===== src/rtl/i2s_pkg.sv =====
// Shared constants for the I2S receive master: parameter defaults and FSM state codes.
package i2s_pkg;

    localparam int N_LINES_DEF    = 1;
    localparam int SAMPLE_W_DEF   = 24;
    localparam int SLOT_W_DEF     = 32;
    localparam int FIFO_DEPTH_DEF = 8;
    localparam int DIV_W_DEF      = 8;

    localparam logic [1:0] ST_IDLE = 2'd0;
    localparam logic [1:0] ST_SYNC = 2'd1;
    localparam logic [1:0] ST_RUN  = 2'd2;

endpackage


===== src/rtl/i2s_rx_master_if.sv =====
// Pop-side bundle of the receive FIFO: head word, its channel and the valid/ready handshake.
interface i2s_rx_master_if
    import i2s_pkg::*;
#(
    parameter int DATA_W = SAMPLE_W_DEF
);

    logic [DATA_W-1:0] rd_data;
    logic              rd_chan;
    logic              rd_valid;
    logic              rd_ready;

    modport master (output rd_data, output rd_chan, output rd_valid, input rd_ready);
    modport slave  (input rd_data, input rd_chan, input rd_valid, output rd_ready);

endinterface


===== src/rtl/i2s_fifo.sv =====
// Synchronous FIFO of {data, channel} words with occupancy and a sticky overflow flag.
module i2s_fifo
    import i2s_pkg::*;
#(
    parameter  int DATA_W = SAMPLE_W_DEF,
    parameter  int DEPTH  = FIFO_DEPTH_DEF,
    localparam int AW     = $clog2(DEPTH),
    localparam int LW     = $clog2(DEPTH + 1)
) (
    input  logic              clk,
    input  logic              rst_n,
    input  logic              push,
    input  logic [DATA_W-1:0] wdata,
    input  logic              wchan,
    input  logic              ovf_clr,
    i2s_rx_master_if.master   rd,
    output logic [LW-1:0]     level,
    output logic              overflow
);

    localparam logic [LW-1:0] LVL_FULL = LW'(DEPTH);
    localparam logic [LW-1:0] LVL_ONE  = LW'(1);
    localparam logic [AW-1:0] PTR_ONE  = AW'(1);

    logic [DATA_W:0] mem_q [DEPTH];
    logic [AW-1:0]   wr_ptr_q, wr_ptr_d, rd_ptr_q, rd_ptr_d;
    logic [LW-1:0]   cnt_q, cnt_d;
    logic            valid_q, ovf_q, ovf_d;
    logic            full_s, pop_s, wr_s, drop_s;

    // A push while full still lands when the head is popped in the same cycle.
    always_comb begin
        full_s   = (cnt_q == LVL_FULL);
        pop_s    = valid_q && rd.rd_ready;
        wr_s     = push && (!full_s || pop_s);
        drop_s   = push && full_s && !pop_s;
        wr_ptr_d = wr_s  ? (wr_ptr_q + PTR_ONE) : wr_ptr_q;
        rd_ptr_d = pop_s ? (rd_ptr_q + PTR_ONE) : rd_ptr_q;
        case ({wr_s, pop_s})
            2'b10:   cnt_d = cnt_q + LVL_ONE;
            2'b01:   cnt_d = cnt_q - LVL_ONE;
            default: cnt_d = cnt_q;
        endcase
        if (drop_s) begin
            ovf_d = 1'b1;
        end else if (ovf_clr) begin
            ovf_d = 1'b0;
        end else begin
            ovf_d = ovf_q;
        end
    end

    // Storage, pointers and flags; storage is cleared so the head reads zero before the first push.
    always_ff @(posedge clk or negedge rst_n) begin
        if (!rst_n) begin
            for (int i = 0; i < DEPTH; i++) mem_q[i] <= '0;
            wr_ptr_q <= '0;
            rd_ptr_q <= '0;
            cnt_q    <= '0;
            valid_q  <= 1'b0;
            ovf_q    <= 1'b0;
        end else begin
            if (wr_s) mem_q[wr_ptr_q] <= {wdata, wchan};
            wr_ptr_q <= wr_ptr_d;
            rd_ptr_q <= rd_ptr_d;
            cnt_q    <= cnt_d;
            valid_q  <= (cnt_d != '0);
            ovf_q    <= ovf_d;
        end
    end

    assign rd.rd_data  = mem_q[rd_ptr_q][DATA_W:1];
    assign rd.rd_chan  = mem_q[rd_ptr_q][0];
    assign rd.rd_valid = valid_q;
    assign level       = cnt_q;
    assign overflow    = ovf_q;

endmodule


===== src/rtl/i2s_rx_master.sv =====
// I2S receive master: generates SCK/WS, deserialises N_LINES data lines and queues words in a FIFO.
module i2s_rx_master
    import i2s_pkg::*;
#(
    parameter int N_LINES    = N_LINES_DEF,
    parameter int SAMPLE_W   = SAMPLE_W_DEF,
    parameter int SLOT_W     = SLOT_W_DEF,
    parameter int FIFO_DEPTH = FIFO_DEPTH_DEF,
    parameter int DIV_W      = DIV_W_DEF
) (
    input  logic                             HCLK,
    input  logic                             HRESETn,
    input  logic                             en,
    input  logic [DIV_W-1:0]                 clk_div,
    input  logic                             mono,
    input  logic [N_LINES-1:0]               sd_in,
    output logic                             i2s_clk,
    output logic                             ws,
    output logic [N_LINES*SAMPLE_W-1:0]      rd_data,
    output logic                             rd_chan,
    output logic                             rd_valid,
    input  logic                             rd_ready,
    output logic [$clog2(FIFO_DEPTH+1)-1:0]  level,
    output logic                             overflow,
    input  logic                             ovf_clr
);

    localparam int               DW       = N_LINES * SAMPLE_W;
    localparam int               BCW      = $clog2(SLOT_W);
    localparam logic [BCW-1:0]   BIT_LAST = BCW'(SLOT_W - 1);
    localparam logic [BCW-1:0]   BIT_CAP  = BCW'(SAMPLE_W);
    localparam logic [BCW-1:0]   BIT_ONE  = BCW'(1);
    localparam logic [DIV_W-1:0] DIV_ONE  = DIV_W'(1);

    logic [1:0]                       state_q, state_d;
    logic [DIV_W-1:0]                 div_q, div_d, div_cnt_q, div_cnt_d;
    logic                             sck_q, sck_d, ws_q, ws_d;
    logic [BCW-1:0]                   bit_cnt_q, bit_cnt_d;
    logic [N_LINES-1:0][SAMPLE_W-1:0] shift_q, shift_d;
    logic                             chan_q, chan_d, pend_q, pend_d;
    logic                             tick_s, rise_s, fall_s, push_s;

    // SCK/WS generation, bit capture and the IDLE/SYNC/RUN sequencing.
    always_comb begin
        tick_s    = (div_cnt_q == div_q);
        rise_s    = tick_s && !sck_q;
        fall_s    = tick_s && sck_q;
        state_d   = state_q;
        div_d     = div_q;
        div_cnt_d = div_cnt_q;
        sck_d     = sck_q;
        ws_d      = ws_q;
        bit_cnt_d = bit_cnt_q;
        shift_d   = shift_q;
        chan_d    = chan_q;
        pend_d    = 1'b0;
        if (!en) begin
            state_d   = ST_IDLE;
            div_cnt_d = '0;
            sck_d     = 1'b0;
            ws_d      = 1'b0;
            bit_cnt_d = '0;
            shift_d   = '0;
            chan_d    = 1'b0;
        end else begin
            case (state_q)
                ST_IDLE: begin
                    state_d   = ST_SYNC;
                    div_d     = (clk_div == '0) ? DIV_ONE : clk_div;
                    div_cnt_d = '0;
                    sck_d     = 1'b0;
                    ws_d      = 1'b0;
                    bit_cnt_d = '0;
                    shift_d   = '0;
                end
                ST_SYNC, ST_RUN: begin
                    if (tick_s) begin
                        div_cnt_d = '0;
                        sck_d     = !sck_q;
                    end else begin
                        div_cnt_d = div_cnt_q + DIV_ONE;
                    end
                    // A left slot begins when WS falls; only then is word alignment known.
                    if (fall_s && (bit_cnt_q == BIT_LAST)) begin
                        bit_cnt_d = '0;
                        ws_d      = !ws_q;
                        if ((state_q == ST_SYNC) && ws_q) begin
                            state_d = ST_RUN;
                        end else begin
                            state_d = state_q;
                        end
                    end else if (fall_s) begin
                        bit_cnt_d = bit_cnt_q + BIT_ONE;
                    end else begin
                        bit_cnt_d = bit_cnt_q;
                    end
                    if (rise_s && (bit_cnt_q != '0) && (bit_cnt_q <= BIT_CAP)) begin
                        for (int k = 0; k < N_LINES; k++) begin
                            shift_d[k] = {shift_q[k][SAMPLE_W-2:0], sd_in[k]};
                        end
                        chan_d = ws_q;
                        pend_d = (bit_cnt_q == BIT_CAP) && (state_q == ST_RUN);
                    end else begin
                        shift_d = shift_q;
                    end
                end
                default: begin
                    state_d = ST_IDLE;
                end
            endcase
        end
    end

    // Sequencer state.
    always_ff @(posedge HCLK or negedge HRESETn) begin
        if (!HRESETn) begin
            state_q   <= ST_IDLE;
            div_q     <= DIV_ONE;
            div_cnt_q <= '0;
            sck_q     <= 1'b0;
            ws_q      <= 1'b0;
            bit_cnt_q <= '0;
            shift_q   <= '0;
            chan_q    <= 1'b0;
            pend_q    <= 1'b0;
        end else begin
            state_q   <= state_d;
            div_q     <= div_d;
            div_cnt_q <= div_cnt_d;
            sck_q     <= sck_d;
            ws_q      <= ws_d;
            bit_cnt_q <= bit_cnt_d;
            shift_q   <= shift_d;
            chan_q    <= chan_d;
            pend_q    <= pend_d;
        end
    end

    assign push_s  = pend_q && !(mono && chan_q);
    assign i2s_clk = sck_q;
    assign ws      = ws_q;

    i2s_rx_master_if #(.DATA_W(DW)) rd_bus ();

    assign rd_bus.rd_ready = rd_ready;
    assign rd_data         = rd_bus.rd_data;
    assign rd_chan         = rd_bus.rd_chan;
    assign rd_valid        = rd_bus.rd_valid;

    i2s_fifo #(
        .DATA_W (DW),
        .DEPTH  (FIFO_DEPTH)
    ) u_fifo (
        .clk      (HCLK),
        .rst_n    (HRESETn),
        .push     (push_s),
        .wdata    (shift_q),
        .wchan    (chan_q),
        .ovf_clr  (ovf_clr),
        .rd       (rd_bus),
        .level    (level),
        .overflow (overflow)
    );

endmodule


===== config.mk =====
export PLATFORM = sky130hd
export DESIGN_NAME = i2s_rx_master
export DESIGN_NICKNAME = d
export VERILOG_FILES = /design/src/rtl/i2s_pkg.sv /design/src/rtl/i2s_rx_master_if.sv /design/src/rtl/i2s_fifo.sv /design/src/rtl/i2s_rx_master.sv
export SDC_FILE = /design/constraint.sdc
export NUM_CORES = 1
export LEC_CHECK = 0
export ABC_AREA = 1
export BUFFER_PORTS_ARGS = -buffer_cell sky130_fd_sc_hd__clkbuf_2
export CAP_MARGIN = 15
export CORE_MARGIN = 2
export CORE_UTILIZATION = 30
export CTS_CLUSTER_SIZE = 10
export DETAILED_ROUTE_END_ITERATION = 12
export PLACE_DENSITY = 0.43
export SLEW_MARGIN = 5
export SYNTH_ARGS = -nofsm -noshare
export SYNTH_HDL_FRONTEND = slang
export SYNTH_SLANG_ARGS = --single-unit

===== constraint.sdc =====
create_clock -name HCLK -period 2.7 [get_ports HCLK]
set_clock_uncertainty 0.1 [all_clocks]
set_input_delay 0.135 -clock HCLK [delete_from_list [all_inputs] [get_ports HCLK]]
set_output_delay 0.135 -clock HCLK [all_outputs]
set_load 0.005 [all_outputs]

==> results of run 1 <==
## per-stage QoR
stage / util (%) / power, mW
6_report: 35.1 / 13.1
3_5_place_dp: 32.0 / 8.90
4_1_cts: 35.1 / 13.3
2_1_floorplan: - / 7.16
3_3_place_gp: 32.0 / 8.91
5_1_grt: 35.1 / 14.1
## cell type report
type                            instances  share of cell area [%]
Clock buffer                           50                    7.41
Clock inverter                          3                   0.107
Inverter                               66                    1.77
Multi-Input combinational cell       1005                    33.9
Sequential cell                       263                    47.1
Tap cell                              525                    4.70
Timing Repair Buffer                   86                    4.94
## worst paths after layout
kind | startpoint | end
setup / recovery | u_fifo.rd_ptr_q[0] | rd_data[0]
hold / removal | HRESETn | u_fifo.mem_q[103]
setup reg to reg | u_fifo.level[2] | u_fifo.rd.rd_valid
hold reg to reg | u_fifo.mem_q[56] | u_fifo.mem_q[56]
max in group asynchronous | HRESETn | div_q[0]
min in group HCLK | clk_div[3] | div_q[3]
## flip-flops by register name, indices dropped and copies added (netlist names)
register and cells:
u_fifo.level 4, u_fifo.rd_ptr_q 3, shift_q 24, u_fifo.rd.rd_valid 1, ws 1, chan_q 1, u_fifo.overflow 1, pend_q 1
bit_cnt_q 5, state_q 2, div_q 8, u_fifo.wr_ptr_q 3, u_fifo.mem_q 200, i2s_clk 1, div_cnt_q 8
## cell families (layout without fill, tap and decap cells)
family | count (synthesis) | after routing
flops | 263 | 263
simple gates | 576 | 576
xor+xnor | 12 | 12
fa+ha+maj | 13 | 13
compound gates | 404 | 404
buf+inv | 154 | 205
## power breakdown
part           leakage [nW]  internal [mW]  switching [mW]
logic                  1.96           1.55            2.91
clock network         0.519           2.63            1.69
registers              3.62           4.13           0.170
total                  6.10           8.31            4.77
## Yosys cell counts (3+ instances only)
| library cell | count | share of area [%] |
|---|---|---|
| dfrtp_1 | 262 | 54 |
| o22ai_1 | 26 | 1.3 |
| buf_1 | 4 | 0.12 |
| nand2_2 | 4 | 0.21 |
| nor3_1 | 6 | 0.25 |
| inv_1 | 64 | 2.0 |
| a21oi_1 | 11 | 0.45 |
| nor2_1 | 202 | 6.2 |
| nor2_2 | 3 | 0.15 |
| buf_4 | 14 | 0.87 |
| nand2_1 | 334 | 10 |
| a31oi_1 | 25 | 1.3 |
| nand3_1 | 13 | 0.54 |
| o21ai_0 | 247 | 10 |
| buf_6 | 24 | 2.2 |
| nand2_8 | 7 | 1.2 |
| buf_2 | 8 | 0.33 |
| xor2_1 | 7 | 0.50 |
| xnor2_1 | 5 | 0.36 |
| nand4_1 | 4 | 0.21 |
| o21ai_1 | 90 | 3.7 |
| ha_1 | 13 | 1.3 |
| clkbuf_1 | 37 | 1.1 |
## cell usage in the layout, fill, tap and decap left out, types with 3 or more instances in the layout
master / Yosys / final
a21oi_1: 11 / 11
a31oi_1: 25 / 25
buf_12: 1 / 9
buf_4: 14 / 14
clkbuf_1: 37 / 7
clkbuf_16: 0 / 37
clkbuf_2: 0 / 46
clkbuf_8: 0 / 6
clkinv_2: 0 / 3
dfrtp_1: 262 / 260
dlygate4sd3_1: 0 / 16
ha_1: 13 / 13
inv_1: 64 / 62
inv_2: 1 / 4
nand2_1: 334 / 333
nand2_2: 4 / 5
nand2_8: 7 / 7
nand3_1: 13 / 13
nand4_1: 4 / 4
nor2_1: 202 / 202
nor2_2: 3 / 3
nor3_1: 6 / 5
o21ai_0: 247 / 247
o21ai_1: 90 / 90
o22ai_1: 26 / 26
xnor2_1: 5 / 5
xor2_1: 7 / 7
## layer usage
metal	vias to the layer above	track usage, %	share of wire, %	wire (um)
met4	0	4.09	2.0	630
met1	4583	22.4	49	15800
met5	-	0	0	0
li1	4746	-	-	-
met3	48	2.63	3.6	1150
met2	133	25.8	45	14400
## worst register-to-register path, stage by stage (launching register included)
cell and delay, ps:
dfrtp_1 450, nor4_4 310, nand2_1 100, nand2_2 110, ha_1 210, nand2_1 60
inv_1 70, nor2_1 50, ha_1 170, o21bai_1 170, nor2_1 110, nor2_1 50
a21oi_1 190, nor3_2 60, nand3_1 70
## repair_timing
| item | 4_1_cts | 5_1_grt |
|---|---|---|
| setup endpoints to repair | 0 | 1 |
| hold buffers | 16 | 0 |
| buffers inserted | 0 | 0 |
| resized for setup | 0 | 2 |
| hold endpoints to repair | 94 | 0 |
==> results.json, run 1 <==
{
  "outcome": "complete, no violations",
  "floorplan.die.width_um": 205,
  "final.setup.tns_ps": 0,
  "layout.nets": 1484,
  "hold_slack_ps": 117,
  "regToRegSetupSlack_ps": 350,
  "critical_path_start_type": "register",
  "io_buffers": 47,
  "synth.cell_area_sq_um": 12100,
  "finalSetupViolations": 0,
  "detailed_place.area_sq_um": 12700,
  "critical_path.max_fanout": 51,
  "groute.usage.overall_pct": 16.0,
  "drv_slew": 0,
  "tightest_slew_ps": 738,
  "hp-class": "input port to async pin",
  "synth_top_family_by_area": "simple AND/OR/NAND/NOR gates",
  "rr_worst_depth": 14,
  "max-clock-path-buffers": 3,
  "grt_pass1_wl_um": 53700,
  "ant_nets": 0,
  "drc": 0,
  "critical_path.endpoint_type": "output pin",
  "share_of_the_clock_period_used_by_the_worst_path_after_layout_pct": 94.1,
  "firstDrtPassIters": 5,
  "critical_path.cell_chain": "inv_2, buf_12, o21ai_0, o22ai_1, nor2_1, a31oi_1, clkbuf_2",
  "hpwl_um": 18100,
  "worstSetupPathDepth": 7,
  "power.density_nw_per_um2": 936,
  "synth-adder-area-share_pct": 1.34,
  "count_of_different_cell_masters_after_synthesis": 35,
  "cts.htree.levels": 2,
  "wl_per_cell_um": 16.0,
  "fill_cells": 4255,
  "number_of_drc_markers_after_the_initial_detailed_route_iteration": 561,
  "worstSkewPairLatency_ps": 510,
  "max-slew-margin-rel_pct": 50.8,
  "initial_core_utilization_pct": 30.5,
  "routed_wirelength_um": 32000,
  "synth-xor-area-share_pct": 0.865,
  "fp-row-count": 73,
  "buffer_type_at_the_clock_tree_root": "clkbuf_16",
  "placeableCoreArea_sq_um": 39800,
  "post_synth_inst_count": 1422,
  "finalInstanceArea_sq_um": 14000,
  "worst-endpoint-arrival_ps": 2310,
  "numCtsBuffers": 34,
  "power_leakage_nw": 6.10,
  "synth-warning-count": 0,
  "area.sequential_sq_um": 6590,
  "post_drt_via_cell_ratio": 4.76,
  "syn2layout_area_growth_pct": 15.1,
  "postSynthRegisterBits": 263,
  "slowest_delay_ps": 490,
  "drv.max_cap_violation_count": 0,
  "synth_edf_count": 0,
  "finish.cell_count_without_fillers": 1998,
  "die_area_sq_um": 42100,
  "pre_cts_ws_ps": 329,
  "ioPinCount": 48,
  "cts.reportedPaths.clkPinSlew_ps": 60,
  "asyncSetResetFlopFracSynth_pct": 100,
  "net_count_after_synthesis": 1450,
  "postLayoutSetupSlackWorst_ps": 158,
  "synth-main-ff-cell": "dfrtp_1",
  "critical-path-top-delay-family": "buffers and inverters",
  "grt_antenna_before_repair": 0,
  "cts.sink_count": 263,
  "final_gp_congestion": 0.758,
  "synth.yosys.seq_area_share_pct": 54.2,
  "synth_compound_area_share_pct": 17.4,
  "antenna_cells": 0,
  "global_route.overflow_total": 0,
  "synth.avg_cell_area_sq_um": 8.54,
  "tritoncts_clock_tree": "built",
  "period_minus_slack_ps": 2540,
  "multiInputGateArea_sq_um": 4740,
  "layout-drive-gt1-share_pct": 9.71,
  "critical_path.n_buffers_inverters": 3,
  "die-height_um": 205,
  "rsz_0062_raised_after_global_routing": "no",
  "max_clock_freq_ghz": 0.393,
  "via_count_of_the_routed_design": 9510,
  "synth.mux.area_fraction_pct": 0,
  "numPlacedInstances": 1929,
  "max-vdd-ir-drop_mv": 0.459,
  "finalHoldViolations": 0,
  "number_of_global_route_vias_before_repair": 9726,
  "worst-setup-path-type": "register to output pin",
  "largest_net_degree_at_the_start_of_global_routing": 102,
  "worst_ep_required_ps": 2470,
  "synth_simple_gate_area_share_pct": 19.3,
  "cp_slowest_cell": "dfrtp_4"
}
No activity file was read; power rests on OpenSTA's default activity.
==> run 2: changes to the inputs <==
- CTS_CLUSTER_SIZE: 10 -> 14
- SYNTH_HIERARCHICAL: unset -> 1
==> run 2 against run 1 <==
Cell count decreased by 0.20%. Global-route usage is 0.62 points lower. Area after synthesis rose by 3.8%. Largest cell class unchanged.
==> results.json, run 2 <==
{
  "layout-drive-gt1-share_pct": 12.4,
  "drc": 0,
  "reg2reg_to": "bit_cnt_q[0]",
  "max-vdd-ir-drop_mv": 0.363,
  "critical_path.max_fanout": 37,
  "slowest_delay_ps": 690,
  "postSynthRegisterBits": 263,
  "rr_worst_depth": 6,
  "drv_slew": 0,
  "power_leakage_nw": 6.64,
  "largest_net_degree_at_the_start_of_global_routing": 103,
  "synth-warning-count": 6,
  "layout.nets": 1460,
  "critical_path.endpoint_type": "output pin",
  "hpwl_um": 18500,
  "grt_antenna_before_repair": 0,
  "finalHoldViolations": 0,
  "max-slew-margin-rel_pct": 48.7,
  "tightest_slew_ps": 769,
  "critical_path.cell_chain": "buf_12, mux2i_1, o22ai_1, nand2_1, nand2_1, clkbuf_2",
  "period_minus_slack_ps": 2510,
  "synth_top_area_cell": "dfrtp_1",
  "synth.cells.most_frequent": "nand2_1 (433), dfrtp_1 (262), o21ai_1 (153), nor2_1 (75), o21ai_0 (70)",
  "post-layout-total-power_mw": 9.32,
  "synth.top_cells.by_area": "dfrtp_1 (52%), nand2_1 (13%), o21ai_1 (6.1%)",
  "layout_commonest_cell": "nand2_1",
  "final_gp_congestion": 0.724,
  "critical_path.n_buffers_inverters": 2,
  "critical_path.reg2reg.startpoint": "state_q[0]",
  "die-height_um": 209,
  "routed_wirelength_um": 32800,
  "numCtsBuffers": 31,
  "synth-adder-area-share_pct": 1.29,
  "regToRegSetupSlack_ps": 230,
  "worst-setup-path-type": "register to output pin",
  "finalInstanceArea_sq_um": 14300,
  "fp-row-count": 75,
  "postcts_setup_bufs": 0,
  "synth.mux.area_fraction_pct": 4.06,
  "regMostFlops": "u_fifo/mem_q",
  "pre_cts_ws_ps": 250,
  "worstSkewPairLatency_ps": 560,
  "asyncSetResetFlopFracSynth_pct": 100,
  "final.setup.tns_ps": 0,
  "synth-main-ff-cell": "dfrtp_1",
  "groute.usage.overall_pct": 15.4,
  "synth-xor-area-share_pct": 0.903,
  "max_clock_freq_ghz": 0.398,
  "cts.htree.levels": 1,
  "io_buffers": 47,
  "floorplan.die.width_um": 209,
  "initial_core_utilization_pct": 30.2,
  "synth_most_common_cell": "nand2_1",
  "share_of_the_clock_period_used_by_the_worst_path_after_layout_pct": 93.1,
  "number_of_drc_markers_after_the_initial_detailed_route_iteration": 599,
  "synth_top_area_share_pct": 52.0,
  "grt_pass1_wl_um": 53400,
  "die_area_sq_um": 43700,
  "worst-endpoint-arrival_ps": 2280,
  "ant_nets": 0,
  "detailed_place.area_sq_um": 13200,
  "synth_edf_count": 0,
  "synth_compound_area_share_pct": 14.9,
  "critical-path-top-delay-family": "flip-flops",
  "critical_path.startpoint": "u_fifo/rd_ptr_q[0]",
  "power.density_nw_per_um2": 652,
  "finalSetupViolations": 0,
  "global_route.overflow_total": 0,
  "critical_path_start_type": "register",
  "worstSetupPathDepth": 6,
  "synth_simple_gate_area_share_pct": 19.4,
  "postLayoutSetupSlackWorst_ps": 186,
  "post_drt_via_cell_ratio": 4.70,
  "buffer_type_at_the_clock_tree_root": "clkbuf_16",
  "post_synth_inst_count": 1404,
  "ioPinCount": 48,
  "synth.yosys.seq_area_share_pct": 52.2,
  "biggestRegsByFlops": "u_fifo/mem_q x200, shift_q x24",
  "via_count_of_the_routed_design": 9381,
  "worst_ep_required_ps": 2470,
  "cts.reportedPaths.clkPinSlew_ps": 60,
  "tritoncts_clock_tree": "built",
  "crit_top_cell": "nand2_1",
  "number_of_global_route_vias_before_repair": 9398,
  "count_of_different_cell_masters_after_synthesis": 43,
  "outcome": "complete, no violations",
  "syn2layout_area_growth_pct": 13.4,
  "critPathCapture": "rd_data[19]",
  "wl_per_cell_um": 16.4,
  "hp-class": "input port to async pin",
  "placeableCoreArea_sq_um": 41800,
  "max-clock-path-buffers": 3,
  "leading_cell_types_in_the_layout_fill_and_taps_excluded": "nand2_1 (433), dfrtp_1 (260), o21ai_1 (153)",
  "largest_register_ffs": 200,
  "net_count_after_synthesis": 1432,
  "cts.sink_count": 263,
  "rsz_0062_raised_after_global_routing": "no",
  "drv.max_cap_violation_count": 0,
  "synth_top_family_by_area": "simple AND/OR/NAND/NOR gates",
  "synth.avg_cell_area_sq_um": 8.98,
  "firstDrtPassIters": 5,
  "synth.cell_area_sq_um": 12600,
  "cp_slowest_cell": "dfrtp_4",
  "antenna_cells": 0
}
-- run 2: changes by cell type in the layout (fill, tap and decap cells not counted), sizes merged, moves of 4 or more --
cell,before,now
o21ai,337,266
buf,24,20
nand2,345,443
mux2i,0,50
o22ai,26,51
nand3b,0,24
nor2,205,78
inv,66,71
a31oi,25,0
-- run 2: cell families (layout without fill, tap and decap cells) --
logic type | Yosys count | after routing
XOR/XNOR | 13 | 13
AO/OA/AOI/OAI | 328 | 328
adder cells (fa/ha/maj) | 13 | 13
AND/OR/NAND/NOR | 578 | 578
flip-flops | 263 | 263
multiplexers | 51 | 51
buffers and inverters | 158 | 209
-- run 2: worst register-to-register path, stage by stage (launching register included) --
cell,delay (ps)
dfrtp_1,360
inv_1,90
ha_1,550
nor3_4,110
inv_2,370
nand3_1,480
o21ai_0,320
-- run 2: layout make-up --
| type | count | area [sq um] |
|---|---|---|
| Multi-Input combinational cell | 983 | 5110 |
| Clock inverter | 5 | 78.8 |
| Clock buffer | 51 | 891 |
| Inverter | 71 | 273 |
| Tap cell | 539 | 674 |
| Timing Repair Buffer | 82 | 677 |
| Sequential cell | 263 | 6590 |
| Fill cell | 4337 | 27500 |
-- run 2: per-layer routing --
metal	GRT usage [%]	vias up	wire length (um)
li1	-	4713	-
met1	21.7	4529	16200
met2	25.1	101	14900
met3	1.91	38	1030
met4	3.84	0	597
met5	0	-	0
-- run 2: worst min-delay path by stage --
stage            start      endpoint  cells after the start  slack (ps)
6_report       HRESETn    state_q[1]                      2          50
5_1_grt        HRESETn      div_q[7]                      2         110
4_1_cts        HRESETn      div_q[7]                      2          70
3_5_place_dp   HRESETn  div_cnt_q[7]                      1          80
3_3_place_gp   HRESETn      div_q[7]                      1          80
2_1_floorplan  HRESETn  bit_cnt_q[0]                      0        -260
-- run 2: timing repair --
action	in CTS	in global routing
endpoints found under the hold margin	273	0
endpoints found under the setup margin	2	2
gates resized for setup	1	1
cloned	0	0
hold buffers	16	0
-- run 2: where the power goes --
part | switching (mW) | internal [mW]
Clock | 1.62 | 2.42
Sequential | 0.101 | 4.06
Combinational | 0.804 | 0.311
Total | 2.53 | 6.79
-- run 2: through the flow --
step | utilization, % | instances | hold slack (ps)
floorplan | - | 1404 | -261
global placement | 31.5 | 1922 | 82.9
detailed placement | 31.5 | 1922 | 84.6
CTS | 34.2 | 1994 | 72.1
global route | 34.2 | 1994 | 114
finish | 34.2 | 1994 | 53.3
